==> src/rtl/cpu_ctrl_pkg.sv <==
// Shared control definitions: opcodes, opcode classes, sequencer states and
// ALU function codes. Also used by the ALU and the register encode stage.
package cpu_ctrl_pkg;

  localparam int unsigned OPC_BITS = 5;

  // Opcode constants (IR[31:27])
  localparam logic [OPC_BITS-1:0] OP_LD   = 5'b00000;
  localparam logic [OPC_BITS-1:0] OP_LDI  = 5'b00001;
  localparam logic [OPC_BITS-1:0] OP_ST   = 5'b00010;
  localparam logic [OPC_BITS-1:0] OP_ADD  = 5'b00011;
  localparam logic [OPC_BITS-1:0] OP_SHL  = 5'b01011;
  localparam logic [OPC_BITS-1:0] OP_ADDI = 5'b01100;
  localparam logic [OPC_BITS-1:0] OP_ANDI = 5'b01101;
  localparam logic [OPC_BITS-1:0] OP_ORI  = 5'b01110;
  localparam logic [OPC_BITS-1:0] OP_NOP  = 5'b11010;
  localparam logic [OPC_BITS-1:0] OP_HALT = 5'b11011;

  // ALU function codes
  localparam logic [OPC_BITS-1:0] ALU_ADD = 5'b00011;
  localparam logic [OPC_BITS-1:0] ALU_AND = 5'b00101;
  localparam logic [OPC_BITS-1:0] ALU_OR  = 5'b00110;

  typedef enum logic [2:0] {
    CLS_NOP,
    CLS_LD,
    CLS_LDI,
    CLS_ST,
    CLS_ALU_R,
    CLS_ALU_I,
    CLS_HALT
  } op_class_e;

  typedef enum logic [3:0] {
    S_RESET,
    S_T0,
    S_T1,
    S_T2,
    S_T3,
    S_T4,
    S_T5,
    S_T6,
    S_T7,
    S_HALTED
  } state_e;

  // ALU code used in T4 by the immediate-operand classes
  function automatic logic [OPC_BITS-1:0] imm_alu_code(input logic [OPC_BITS-1:0] op);
    case (op)
      OP_ANDI: return ALU_AND;
      OP_ORI:  return ALU_OR;
      default: return ALU_ADD;
    endcase
  endfunction

endpackage

==> src/rtl/opcode_class_decode.sv <==
// Combinational opcode -> opcode class decode.
// Ports: i_op_code (IR[31:27]), o_class_c (decoded class; unknown codes -> NOP).
module opcode_class_decode
  import cpu_ctrl_pkg::*;
(
  input  logic [OPC_BITS-1:0] i_op_code,
  output op_class_e           o_class_c
);

  always_comb begin
    o_class_c = CLS_NOP;
    if (i_op_code == OP_LD) begin
      o_class_c = CLS_LD;
    end else if (i_op_code == OP_LDI) begin
      o_class_c = CLS_LDI;
    end else if (i_op_code == OP_ST) begin
      o_class_c = CLS_ST;
    end else if ((i_op_code >= OP_ADD) && (i_op_code <= OP_SHL)) begin
      o_class_c = CLS_ALU_R;
    end else if ((i_op_code >= OP_ADDI) && (i_op_code <= OP_ORI)) begin
      o_class_c = CLS_ALU_I;
    end else if (i_op_code == OP_HALT) begin
      o_class_c = CLS_HALT;
    end
  end

endmodule

==> src/rtl/control_sequencer.sv <==
// Hardwired fetch/decode/execute T-step sequencer for the reduced ISA.
// Ports: clk, rst_n (sync, active-low); op_code from the encode stage;
// mem_ready memory completion; gra/grb/grc/rin/rout/baout to the encode stage;
// datapath strobes pc_out..c_out; alu_op; mem_rd/mem_wr; run; instr_count.
// Outputs are Moore decodes of the state (plus op_code/mem_ready) so that
// mdr_in can accompany mem_ready in the same cycle.
module control_sequencer
  import cpu_ctrl_pkg::*;
#(
  parameter int unsigned OPC_W = 5,
  parameter int unsigned CNT_W = 32
) (
  input  logic             clk,
  input  logic             rst_n,
  input  logic [OPC_W-1:0] op_code,
  input  logic             mem_ready,
  output logic             gra,
  output logic             grb,
  output logic             grc,
  output logic             rin,
  output logic             rout,
  output logic             baout,
  output logic             pc_out,
  output logic             pc_inc,
  output logic             mar_in,
  output logic             mdr_in,
  output logic             mdr_out,
  output logic             ir_in,
  output logic             y_in,
  output logic             z_in,
  output logic             zlo_out,
  output logic             c_out,
  output logic [OPC_W-1:0] alu_op,
  output logic             mem_rd,
  output logic             mem_wr,
  output logic             run,
  output logic [CNT_W-1:0] instr_count
);

  state_e           r_state;
  state_e           w_next;
  op_class_e        r_class;
  op_class_e        w_class;
  logic             w_retire;
  logic [CNT_W-1:0] r_instr_count;

  opcode_class_decode u_decode (
    .i_op_code (OPC_BITS'(op_code)),
    .o_class_c (w_class)
  );

  // State, latched class and retired-instruction counter
  always_ff @(posedge clk) begin
    if (!rst_n) begin
      r_state       <= S_RESET;
      r_class       <= CLS_NOP;
      r_instr_count <= '0;
    end else begin
      r_state <= w_next;
      if (r_state == S_T3) begin
        r_class <= w_class;
      end
      if (w_retire) begin
        r_instr_count <= r_instr_count + CNT_W'(1);
      end
    end
  end

  assign instr_count = r_instr_count;

  // Next-state; T3 branches on the live decode, later steps on the latched class
  always_comb begin
    w_next = r_state;
    unique case (r_state)
      S_RESET: w_next = S_T0;
      S_T0:    w_next = S_T1;
      S_T1:    w_next = mem_ready ? S_T2 : S_T1;
      S_T2:    w_next = S_T3;
      S_T3: begin
        if (w_class == CLS_NOP) begin
          w_next = S_T0;
        end else if (w_class == CLS_HALT) begin
          w_next = S_HALTED;
        end else begin
          w_next = S_T4;
        end
      end
      S_T4:    w_next = S_T5;
      S_T5:    w_next = ((r_class == CLS_LD) || (r_class == CLS_ST)) ? S_T6 : S_T0;
      S_T6: begin
        if (r_class == CLS_LD) begin
          w_next = mem_ready ? S_T7 : S_T6;
        end else begin
          w_next = S_T7;
        end
      end
      S_T7: begin
        if (r_class == CLS_ST) begin
          w_next = mem_ready ? S_T0 : S_T7;
        end else begin
          w_next = S_T0;
        end
      end
      S_HALTED: w_next = S_HALTED;
      default:  w_next = S_RESET;
    endcase
  end

  // An instruction retires when execute returns to T0 or enters HALTED
  always_comb begin
    w_retire = 1'b0;
    if ((w_next == S_T0) &&
        ((r_state == S_T3) || (r_state == S_T5) || (r_state == S_T7))) begin
      w_retire = 1'b1;
    end
    if ((w_next == S_HALTED) && (r_state == S_T3)) begin
      w_retire = 1'b1;
    end
  end

  // Strobe decode
  always_comb begin
    gra     = 1'b0;
    grb     = 1'b0;
    grc     = 1'b0;
    rin     = 1'b0;
    rout    = 1'b0;
    baout   = 1'b0;
    pc_out  = 1'b0;
    pc_inc  = 1'b0;
    mar_in  = 1'b0;
    mdr_in  = 1'b0;
    mdr_out = 1'b0;
    ir_in   = 1'b0;
    y_in    = 1'b0;
    z_in    = 1'b0;
    zlo_out = 1'b0;
    c_out   = 1'b0;
    alu_op  = '0;
    mem_rd  = 1'b0;
    mem_wr  = 1'b0;
    run     = (r_state != S_RESET) && (r_state != S_HALTED);
    unique case (r_state)
      S_T0: begin
        pc_out = 1'b1;
        mar_in = 1'b1;
        pc_inc = 1'b1;
      end
      S_T1: begin
        mem_rd = 1'b1;
        mdr_in = mem_ready;
      end
      S_T2: begin
        mdr_out = 1'b1;
        ir_in   = 1'b1;
      end
      S_T3: begin
        if (w_class == CLS_ALU_R) begin
          grb  = 1'b1;
          rout = 1'b1;
          y_in = 1'b1;
        end else if ((w_class != CLS_NOP) && (w_class != CLS_HALT)) begin
          grb   = 1'b1;
          baout = 1'b1;
          y_in  = 1'b1;
        end
      end
      S_T4: begin
        z_in = 1'b1;
        if (r_class == CLS_ALU_R) begin
          grc    = 1'b1;
          rout   = 1'b1;
          alu_op = op_code;
        end else begin
          c_out = 1'b1;
          if (r_class == CLS_ALU_I) begin
            alu_op = OPC_W'(imm_alu_code(OPC_BITS'(op_code)));
          end else begin
            alu_op = OPC_W'(ALU_ADD);
          end
        end
      end
      S_T5: begin
        zlo_out = 1'b1;
        if ((r_class == CLS_LD) || (r_class == CLS_ST)) begin
          mar_in = 1'b1;
        end else begin
          gra = 1'b1;
          rin = 1'b1;
        end
      end
      S_T6: begin
        if (r_class == CLS_LD) begin
          mem_rd = 1'b1;
          mdr_in = mem_ready;
        end else begin
          gra    = 1'b1;
          rout   = 1'b1;
          mdr_in = 1'b1;
        end
      end
      S_T7: begin
        if (r_class == CLS_LD) begin
          mdr_out = 1'b1;
          gra     = 1'b1;
          rin     = 1'b1;
        end else begin
          mem_wr = 1'b1;
        end
      end
      default: begin
      end
    endcase
  end

endmodule

==> config.mk <==
export PLATFORM = sky130hd
export DESIGN_NAME = control_sequencer
export DESIGN_NICKNAME = d
export VERILOG_FILES = /design/src/rtl/cpu_ctrl_pkg.sv /design/src/rtl/opcode_class_decode.sv /design/src/rtl/control_sequencer.sv
export SDC_FILE = /design/constraint.sdc
export NUM_CORES = 1
export LEC_CHECK = 0
export CORE_MARGIN = 4
export CORE_UTILIZATION = 40
export DETAILED_ROUTE_END_ITERATION = 16
export GPL_TIMING_DRIVEN = 0
export PLACE_DENSITY = 0.7
export SYNTH_ARGS = -nofsm -noshare
export SYNTH_HDL_FRONTEND = slang
export SYNTH_SLANG_ARGS = --single-unit
==> constraint.sdc <==
create_clock -name clk -period 2.45 [get_ports clk]
set_input_delay 0.245 -clock clk [delete_from_list [all_inputs] [get_ports clk]]
set_output_delay 0.245 -clock clk [all_outputs]
set_load 0.01 [all_outputs]
==> summary.txt, run 1 <==
Reg clk slew, reported paths -> 80 ps
Final Hold Vio Count -> 0
first-pass GRT wire length -> 11.6 mm
reg-to-reg slack, setup -> 120 ps
outcome -> finished, final reports clean
final wirelength -> 6.98 mm
die height -> 87.3 um
io pins -> 64
asr flop ratio synth -> 0%
GR Layer Usage met1 -> 27.4%
Avg Vias per Cell -> 5.91
met2 GRT Util -> 27.7%
synthesized flop and latch total -> 39
fin util -> 55.8%
CP max-delay cell -> or4b_4
ys flop type -> dfxtp_1
CTS Buffer Depth -> 2
Cell Pwr Density -> 392 mW/mm^2
remaining global-route overflow -> 0
buffer and inverter count on the worst path -> 5
RR Startpoint -> r_state[0]
mapped cell area -> 0.00252 sq mm
largest net degree at the start of global routing -> 12
TritonRoute pass-1 iters -> 5
CP Launch Point -> r_state[0]
commonest non-fill, non-tap cell in the layout -> clkdlybuf4s50_1
WP data arrival -> 2110 ps
max_slew headroom -> 59.6%
WS Path Type -> reg2out
peak per-stage delay on the critical path -> 580 ps
data required time at the worst endpoint -> 2200 ps
Syn Inst Count -> 307
gpl congestion -> 0.863
slew at the pin closest to its max-slew limit -> 607 ps
# nets final -> 386
CTS sink cnt -> 39
Layout Cells excl Fill -> 453
Max VDD drop -> 0.191 mV
most frequent cells in the layout -> 59 x clkdlybuf4s50_1, 38 x dfxtp_1, 28 x a21oi_1
Layout Skew -> 3.85 ps
Placement Cell Area -> 0.00324 sq mm
Die W -> 87.3 um
most used routing layer -> met2
post-route minimum period -> 2350 ps
Fmax achieved -> 425 MHz
Static Leak -> 1.07 nW
hpwl dp -> 5.04 mm
CTS Root Cell -> clkbuf_8
crit path to -> y_in
Ys Warns -> 0
htree depth -> 2
core area -> 0.00603 sq mm
Placed Instances -> 445
gr usage total -> 18.6%
share of layout cells above drive strength 1 -> 13.8%
hold_sp -> instr_count[31]
Slew Viols, Final -> 0
CTS Hold Bufs -> 0
RSZ-0062 raised after global routing -> false
worst-path cell chain -> buf_6 > or4b_4 > or3_4 > buf_6 > inv_2 > buf_4 > buf_4
DRC -> 0
total power -> 0.00132 W
Routed wire per std cell -> 15.4 um
worst reg2reg path depth -> 7
TNS Setup -> 0 ps
Total Die Area -> 0.00762 sq mm
PortBufs -> 63
crit-path leading delay family -> simple AND/OR/NAND/NOR gates
M3 GR Usage -> 4.07%
sequential share of the synthesized area -> 31.0%
Worst R2R End -> instr_count[3]
Antenna Cells -> 0
Initial Util -> 41.8%
Yosys cell types -> 50
final setup fails -> 0
routed via count -> 2677
CTS tree -> built
Critical Path End Type -> primary output
Post-synth EDFFs -> 0
syn_nets -> 316
Layout area overhead -> 33.7%
CTS buffer count -> 5
1st-iter DRT viols -> 214
Worst Setup Start Kind -> flop
period utilization -> 95.9%
Max FO, Critical Path -> 10
Crit path depth -> 7
initial antenna violation count -> 0
number of global-route vias before repair -> 2351
Mean Syn Cell Area -> 8.20 sq um
post-route cell area -> 0.00336 sq mm
Routed Antenna Nets -> 0
worst-skew pair later-pin latency -> 290 ps
hold crit path type -> reg2reg
number of core rows -> 28
max cap viols -> 0
-- worst min-delay path, delay by kind of cell (launching register included) --
| kind | cells | cell delay (ps) |
|---|---|---|
| AOI/OAI and AO/OA | 2 | 120 |
| DFF | 1 | 320 |
-- repair_timing --
action	in CTS	in global routing
buffers inserted	0	1
resized for setup	13	19
pin swaps	0	1
setup endpoints to repair	15	27
-- power breakdown --
part / leakage, nW / switching, W / total, W / internal [W]
Clock: 0.0422 / 0.000232 / 0.000432 / 0.000200
Sequential: 0.315 / 0.00000955 / 0.000651 / 0.000642
Combinational: 0.717 / 0.000131 / 0.000234 / 0.000103
-- per-stage QoR --
stage                     setup WS, ps  hold slack, ps
after floorplan                    291             361
after global placement            -120             465
after detailed placement          -129             476
after CTS                         21.6             489
after global routing              2.66             517
final                             99.5             485
-- sequential cells by signal, indices dropped and copies added, names as in the netlist --
register and count:
r_class 3, r_state 4, instr_count 32
-- layer usage --
metal  vias to the layer above  wire length, um  share of wire [%]
li1                       1318                -                  -
met1                      1257             3410                 49
met2                        96             3170                 45
met3                         6              349                5.0
met4                         0               52               0.74
met5                         -                0                  0
-- synth_stat cells (2+ instances only) --
cell type,number,area share [%]
o22ai_1,3,0.75
o21a_1,3,0.90
nand4_1,11,2.7
o31a_1,2,0.70
clkbuf_4,2,0.60
buf_4,2,0.60
xor2_1,4,1.4
o31ai_2,3,1.5
o21ai_0,3,0.60
o21bai_1,2,0.60
nor3b_1,2,0.60
a21oi_1,28,5.6
and3_1,3,0.75
nor2_1,24,3.6
and4_1,3,1.0
a31oi_1,2,0.50
o31ai_1,24,7.2
nand3b_1,3,0.90
or3_1,4,0.99
nand2_1,18,2.7
nor4_1,3,0.75
and2_1,6,1.5
dfxtp_1,39,31
buf_6,5,2.2
a21oi_2,10,3.5
mux2i_1,4,1.6
a2111oi_0,2,0.70
inv_1,6,0.90
clkbuf_1,13,1.9
or4_1,26,7.8
nor3_1,7,1.4
a22oi_1,2,0.60
nand2b_1,7,1.7
buf_12,2,1.6
nand3_1,14,2.8
-- kinds of logic (layout without fill, tap and decap cells) --
| group | Yosys count | after routing | share of synthesized area (%) |
|---|---|---|---|
| AOI/OAI and AO/OA | 89 | 89 | 24.6 |
| adders and majority gates | 1 | 1 | 0.497 |
| xor gates and xnor gates | 5 | 5 | 1.74 |
| muxes | 4 | 4 | 1.59 |
| and+or+nand+nor | 139 | 139 | 32.7 |
| buffers and inverters | 30 | 101 | 7.86 |
| DFF | 39 | 39 | 31.0 |
-- area by class of cell --
| cell class | count | area [sq um] |
|---|---|---|
| multi-input combinational | 238 | 1580 |
| timing repair buffer | 64 | 628 |
| buffer | 23 | 173 |
| clock inverter | 1 | 5.00 |
| clock buffer | 7 | 76.3 |
| fill | 548 | 2660 |
| inverter | 6 | 22.5 |
| sequential | 39 | 782 |
| tap | 75 | 93.8 |
-- worst min-delay path by stage --
stage                      end  slack (ps)  cells past startpoint
6_report       instr_count[31]         480                      2
3_3_place_gp   instr_count[31]         460                      2
4_1_cts        instr_count[31]         490                      2
3_5_place_dp   instr_count[31]         480                      2
2_1_floorplan       r_state[3]         360                      2
5_1_grt        instr_count[31]         520                      2
Note: power is estimated with default switching activity, not from simulation.
==> run 2, diff against run 1 <==
--- a/config.mk
+++ b/config.mk
@@ -10,6 +10,7 @@
 export DETAILED_ROUTE_END_ITERATION = 16
 export GPL_TIMING_DRIVEN = 0
 export PLACE_DENSITY = 0.7
+export REMOVE_ABC_BUFFERS = 1
 export SYNTH_ARGS = -nofsm -noshare
 export SYNTH_HDL_FRONTEND = slang
 export SYNTH_SLANG_ARGS = --single-unit
==> summary.txt, run 2 (synthesized netlist as in run 1, its figures left out) <==
Initial Util -> 41.8%
final wirelength -> 6.52 mm
PortBufs -> 63
reg-to-reg slack, setup -> 130 ps
Final Worst Setup Slack -> 112 ps
Total Die Area -> 0.00762 sq mm
gr usage total -> 17.2%
max_slew headroom -> 20.9%
Avg Vias per Cell -> 5.91
number of global-route vias before repair -> 2332
routed via count -> 2595
gpl congestion -> 0.784
max reg flops -> 32
WS Path Type -> in2out
Routed wire per std cell -> 14.9 um
core area -> 0.00603 sq mm
Routed Antenna Nets -> 0
Worst R2R End -> instr_count[18]
CTS tree -> built
slew at the pin closest to its max-slew limit -> 1190 ps
initial antenna violation count -> 0
Antenna Cells -> 0
share of layout cells above drive strength 1 -> 12.1%
Max FO, Critical Path -> 7
RR Startpoint -> r_state[3]
met2 GRT Util -> 28.5%
hold endpoint -> instr_count[31]
commonest non-fill, non-tap cell in the layout -> clkdlybuf4s50_1
WP data arrival -> 2090 ps
first-pass GRT wire length -> 10.9 mm
Placed Instances -> 422
Slew Viols, Final -> 0
period utilization -> 95.4%
hold crit path type -> reg2reg
most used routing layer -> met2
# fillers -> 602
io pins -> 64
# nets final -> 372
max cap viols -> 0
largest net degree at the start of global routing -> 58
Reg clk slew, reported paths -> 70 ps
Layout Cells excl Fill -> 439
Layout Skew -> 4.03 ps
Worst Hold Path Cells -> 2
TritonRoute pass-1 iters -> 4
1st-iter DRT viols -> 178
M3 GR Usage -> 4.26%
final setup fails -> 0
most frequent cells in the layout -> 59 x clkdlybuf4s50_1, 35 x dfxtp_1, 28 x a21oi_1
post-route minimum period -> 2340 ps
Fmax achieved -> 428 MHz
CTS Buffer Depth -> 2
CTS Root Cell -> clkbuf_8
Static Leak -> 1.03 nW
TNS Setup -> 0 ps
GR Layer Usage met1 -> 22.5%
die height -> 87.3 um
Cell Pwr Density -> 413 mW/mm^2
worst reg2reg path depth -> 4
Die W -> 87.3 um
CTS sink cnt -> 39
CTS buffer count -> 5
Layout area overhead -> 31.0%
hold_sp -> instr_count[31]
fin util -> 54.7%
total power -> 0.00136 W
Critical Path End Type -> primary output
number of core rows -> 28
Final Hold Vio Count -> 0
outcome -> finished, final reports clean
Worst Setup Start Kind -> primary input
DRC -> 0
data required time at the worst endpoint -> 2200 ps
Max VDD drop -> 0.278 mV
worst-skew pair later-pin latency -> 290 ps
hpwl dp -> 4.30 mm
htree depth -> 2
pre-CTS setup slack -> -451 ps
remaining global-route overflow -> 0
-- run 2: how the worst max path moves through the flow --
stage / from / cells after the start / slack (ps) / to
2_1_floorplan: r_state[0] / 4 / -100 / instr_count[8]
5_1_grt: op_code[3] / 6 / -20 / alu_op[2]
4_1_cts: r_state[1] / 5 / 0.3 / rout
6_report: op_code[3] / 6 / 110 / alu_op[2]
3_5_place_dp: op_code[0] / 6 / -450 / instr_count[13]
3_3_place_gp: instr_count[4] / 5 / -600 / instr_count[28]
-- run 2: what timing repair did --
action | in CTS | in global routing
cloned | 0 | 0
endpoints found under the hold margin | 0 | 0
resized for setup | 13 | 5
endpoints found under the setup margin | 41 | 9
pin swaps | 2 | 0
setup buffers | 9 | 0
hold buffers | 0 | 0
-- run 2: worst max-delay path: stages --
cell and delay (ps):
clkdlybuf4s50_1 580, nand2_1 170, nor3_2 220, a32oi_1 140
nor3_1 160, clkdlybuf4s50_1 570
-- run 2: layer usage --
layer	wire, um	vias to the layer above
met3	359	4
met1	3020	1240
li1	-	1291
met4	36	0
met2	3110	60
met5	0	-
-- run 2: final cells by class --
class / count / area [sq um] / area share [%]
clock buffers: 8 / 100 / 3.04
inverters: 6 / 22.5 / 0.683
multi-input cells: 238 / 1580 / 48.0
flip-flops and latches: 39 / 793 / 24.1
well taps: 75 / 93.8 / 2.85
repair buffers: 73 / 704 / 21.4
-- run 2: where the power goes --
group | switching (W) | leakage [nW] | total [W] | internal, W
clock network | 0.000220 | 0.0515 | 0.000477 | 0.000257
registers | 0.0000199 | 0.317 | 0.000663 | 0.000643
logic | 0.000118 | 0.663 | 0.000220 | 0.000101
-- run 2: stage by stage --
step                      hold WS [ps]  area (sq um)
after floorplan                    361          2340
after global placement             460          3070
after detailed placement           478          3080
after CTS                          488          3280
after global routing               527          3300
final                              490          3300
==> run 3, diff against run 2 <==
--- a/config.mk
+++ b/config.mk
@@ -5,8 +5,9 @@
 export SDC_FILE = /design/constraint.sdc
 export NUM_CORES = 1
 export LEC_CHECK = 0
-export CORE_MARGIN = 4
+export CORE_MARGIN = 2
 export CORE_UTILIZATION = 40
+export CTS_CLUSTER_SIZE = 8
 export DETAILED_ROUTE_END_ITERATION = 16
 export GPL_TIMING_DRIVEN = 0
 export PLACE_DENSITY = 0.7
==> summary.txt, run 3 (synthesized netlist as in run 1, its figures left out) <==
first-pass GRT wire length -> 10.6 mm
CTS buffer count -> 5
CTS Buffer Depth -> 2
RSZ-0062 raised after global routing -> false
Routed Antenna Nets -> 0
outcome -> finished, final reports clean
Placed Instances -> 422
Max FO, Critical Path -> 57
commonest non-fill, non-tap cell in the layout -> clkdlybuf4s50_1
core area -> 0.00599 sq mm
die height -> 83.3 um
initial antenna violation count -> 0
TritonRoute pass-1 iters -> 4
Static Leak -> 1.06 nW
max reg flops -> 32
DRC -> 0
Max VDD drop -> 0.269 mV
gpl congestion -> 0.856
max cap viols -> 0
Reg clk slew, reported paths -> 80 ps
Layout area overhead -> 32.2%
register area -> 793 sq um
Multi-input gate area -> 0.00161 sq mm
gr usage total -> 17.6%
final wirelength -> 6.61 mm
Worst Setup Start Kind -> flop
share of layout cells above drive strength 1 -> 13.1%
Avg Vias per Cell -> 5.98
number of core rows -> 28
worst-skew pair later-pin latency -> 290 ps
Placement Cell Area -> 0.00308 sq mm
Die W -> 83.3 um
WS Path Type -> reg2reg
period utilization -> 95.1%
CTS sink cnt -> 39
max_slew headroom -> 19.7%
Total Die Area -> 0.00694 sq mm
hpwl dp -> 4.15 mm
Antenna Cells -> 0
Layout Cells excl Fill -> 442
largest net degree at the start of global routing -> 58
CTS Root Cell -> clkbuf_8
final setup fails -> 0
post-route minimum period -> 2330 ps
Routed wire per std cell -> 15.0 um
remaining global-route overflow -> 0
Critical Path End Type -> flop
slew at the pin closest to its max-slew limit -> 1200 ps
io pins -> 64
Initial Util -> 42.0%
post-route cell area -> 0.00333 sq mm
Fmax achieved -> 429 MHz
Layout Skew -> 11.5 ps
# nets final -> 375
PortBufs -> 63
TNS Setup -> 0 ps
hold crit path type -> reg2reg
data required time at the worst endpoint -> 2650 ps
Slew Viols, Final -> 0
CTS tree -> built
Final Hold Vio Count -> 0
most frequent cells in the layout -> 59 x clkdlybuf4s50_1, 35 x dfxtp_1, 28 x a21oi_1
# fillers -> 560
WP data arrival -> 2530 ps
number of global-route vias before repair -> 2318
1st-iter DRT viols -> 136
Cell Pwr Density -> 391 mW/mm^2
routed via count -> 2642
htree depth -> 2
[run 3: cell types whose count changed in the layout (fill, tap and decap cells not counted)]
cell,before,now
clkbuf_1,1,2
nand3_1,14,13
nor2_1,23,22
clkinv_2,0,1
nor2_2,1,2
clkbuf_8,7,5
a2111oi_1,1,0
nand4_4,2,3
dlygate4sd2_1,3,1
a2111oi_0,1,2
nand3_2,0,1
buf_4,10,12
dlymetal6s2s_1,1,3
[run 3: power breakdown]
| part | internal [W] | switching (W) | total [W] | leakage [nW] |
|---|---|---|---|---|
| combinational | 0.000104 | 0.000119 | 0.000223 | 0.701 |
| sequential | 0.000643 | 0.0000209 | 0.000664 | 0.317 |
| clock | 0.000200 | 0.000214 | 0.000414 | 0.0422 |
[run 3: area by class of cell]
cell class | count | share of cell area [%]
Sequential cell | 39 | 23.8
Multi-Input combinational cell | 239 | 48.4
Inverter | 6 | 0.677
Clock inverter | 1 | 0.150
Timing Repair Buffer | 75 | 21.9
Clock buffer | 7 | 2.29
Tap cell | 75 | 2.82
[run 3: critical path, stage by stage (launching register included)]
cell and delay (ps):
dfxtp_2 490, or4b_1 550, o22a_4 450, or4_1 580, a21oi_1 160
[run 3: metrics by stage]
stage | hold slack [ps] | util, % | total power (W) | setup WS, ps
finish | 495 | 55.5 | 0.00130 | 120
global route | 520 | 55.5 | 0.00136 | 16.8
CTS | 492 | 54.2 | 0.00130 | 1.05
detailed placement | 481 | 51.4 | 0.000871 | -442
global placement | 464 | 51.2 | 0.000870 | -630
floorplan | 361 | - | 0.000777 | -96.6
[run 3: what timing repair did]
item / 4_1_cts / 5_1_grt
endpoints found under the setup margin: 41 / 20
buffers inserted: 7 / 4
pin swaps: 2 / 0
gates resized for setup: 11 / 9
hold buffers: 0 / 0
gates cloned: 0 / 1
[run 3: per-layer routing]
layer | GRT usage, % | up-vias | routed length (um)
li1 | - | 1306 | -
met1 | 23.9 | 1267 | 3180
met2 | 28.9 | 64 | 3070
met3 | 3.78 | 5 | 324
met4 | 3.13 | 0 | 32
met5 | 0 | - | 0
[run 3: final timing paths]
path / start / end / slack (ps) / cells past startpoint
worst max-delay path: r_state[3] / instr_count[19] / 120 / 4
worst min-delay path: instr_count[31] / instr_count[31] / 490 / 2
worst max register to register: r_state[3] / instr_count[19] / 120 / 4
worst min register to register: instr_count[31] / instr_count[31] / 490 / 2
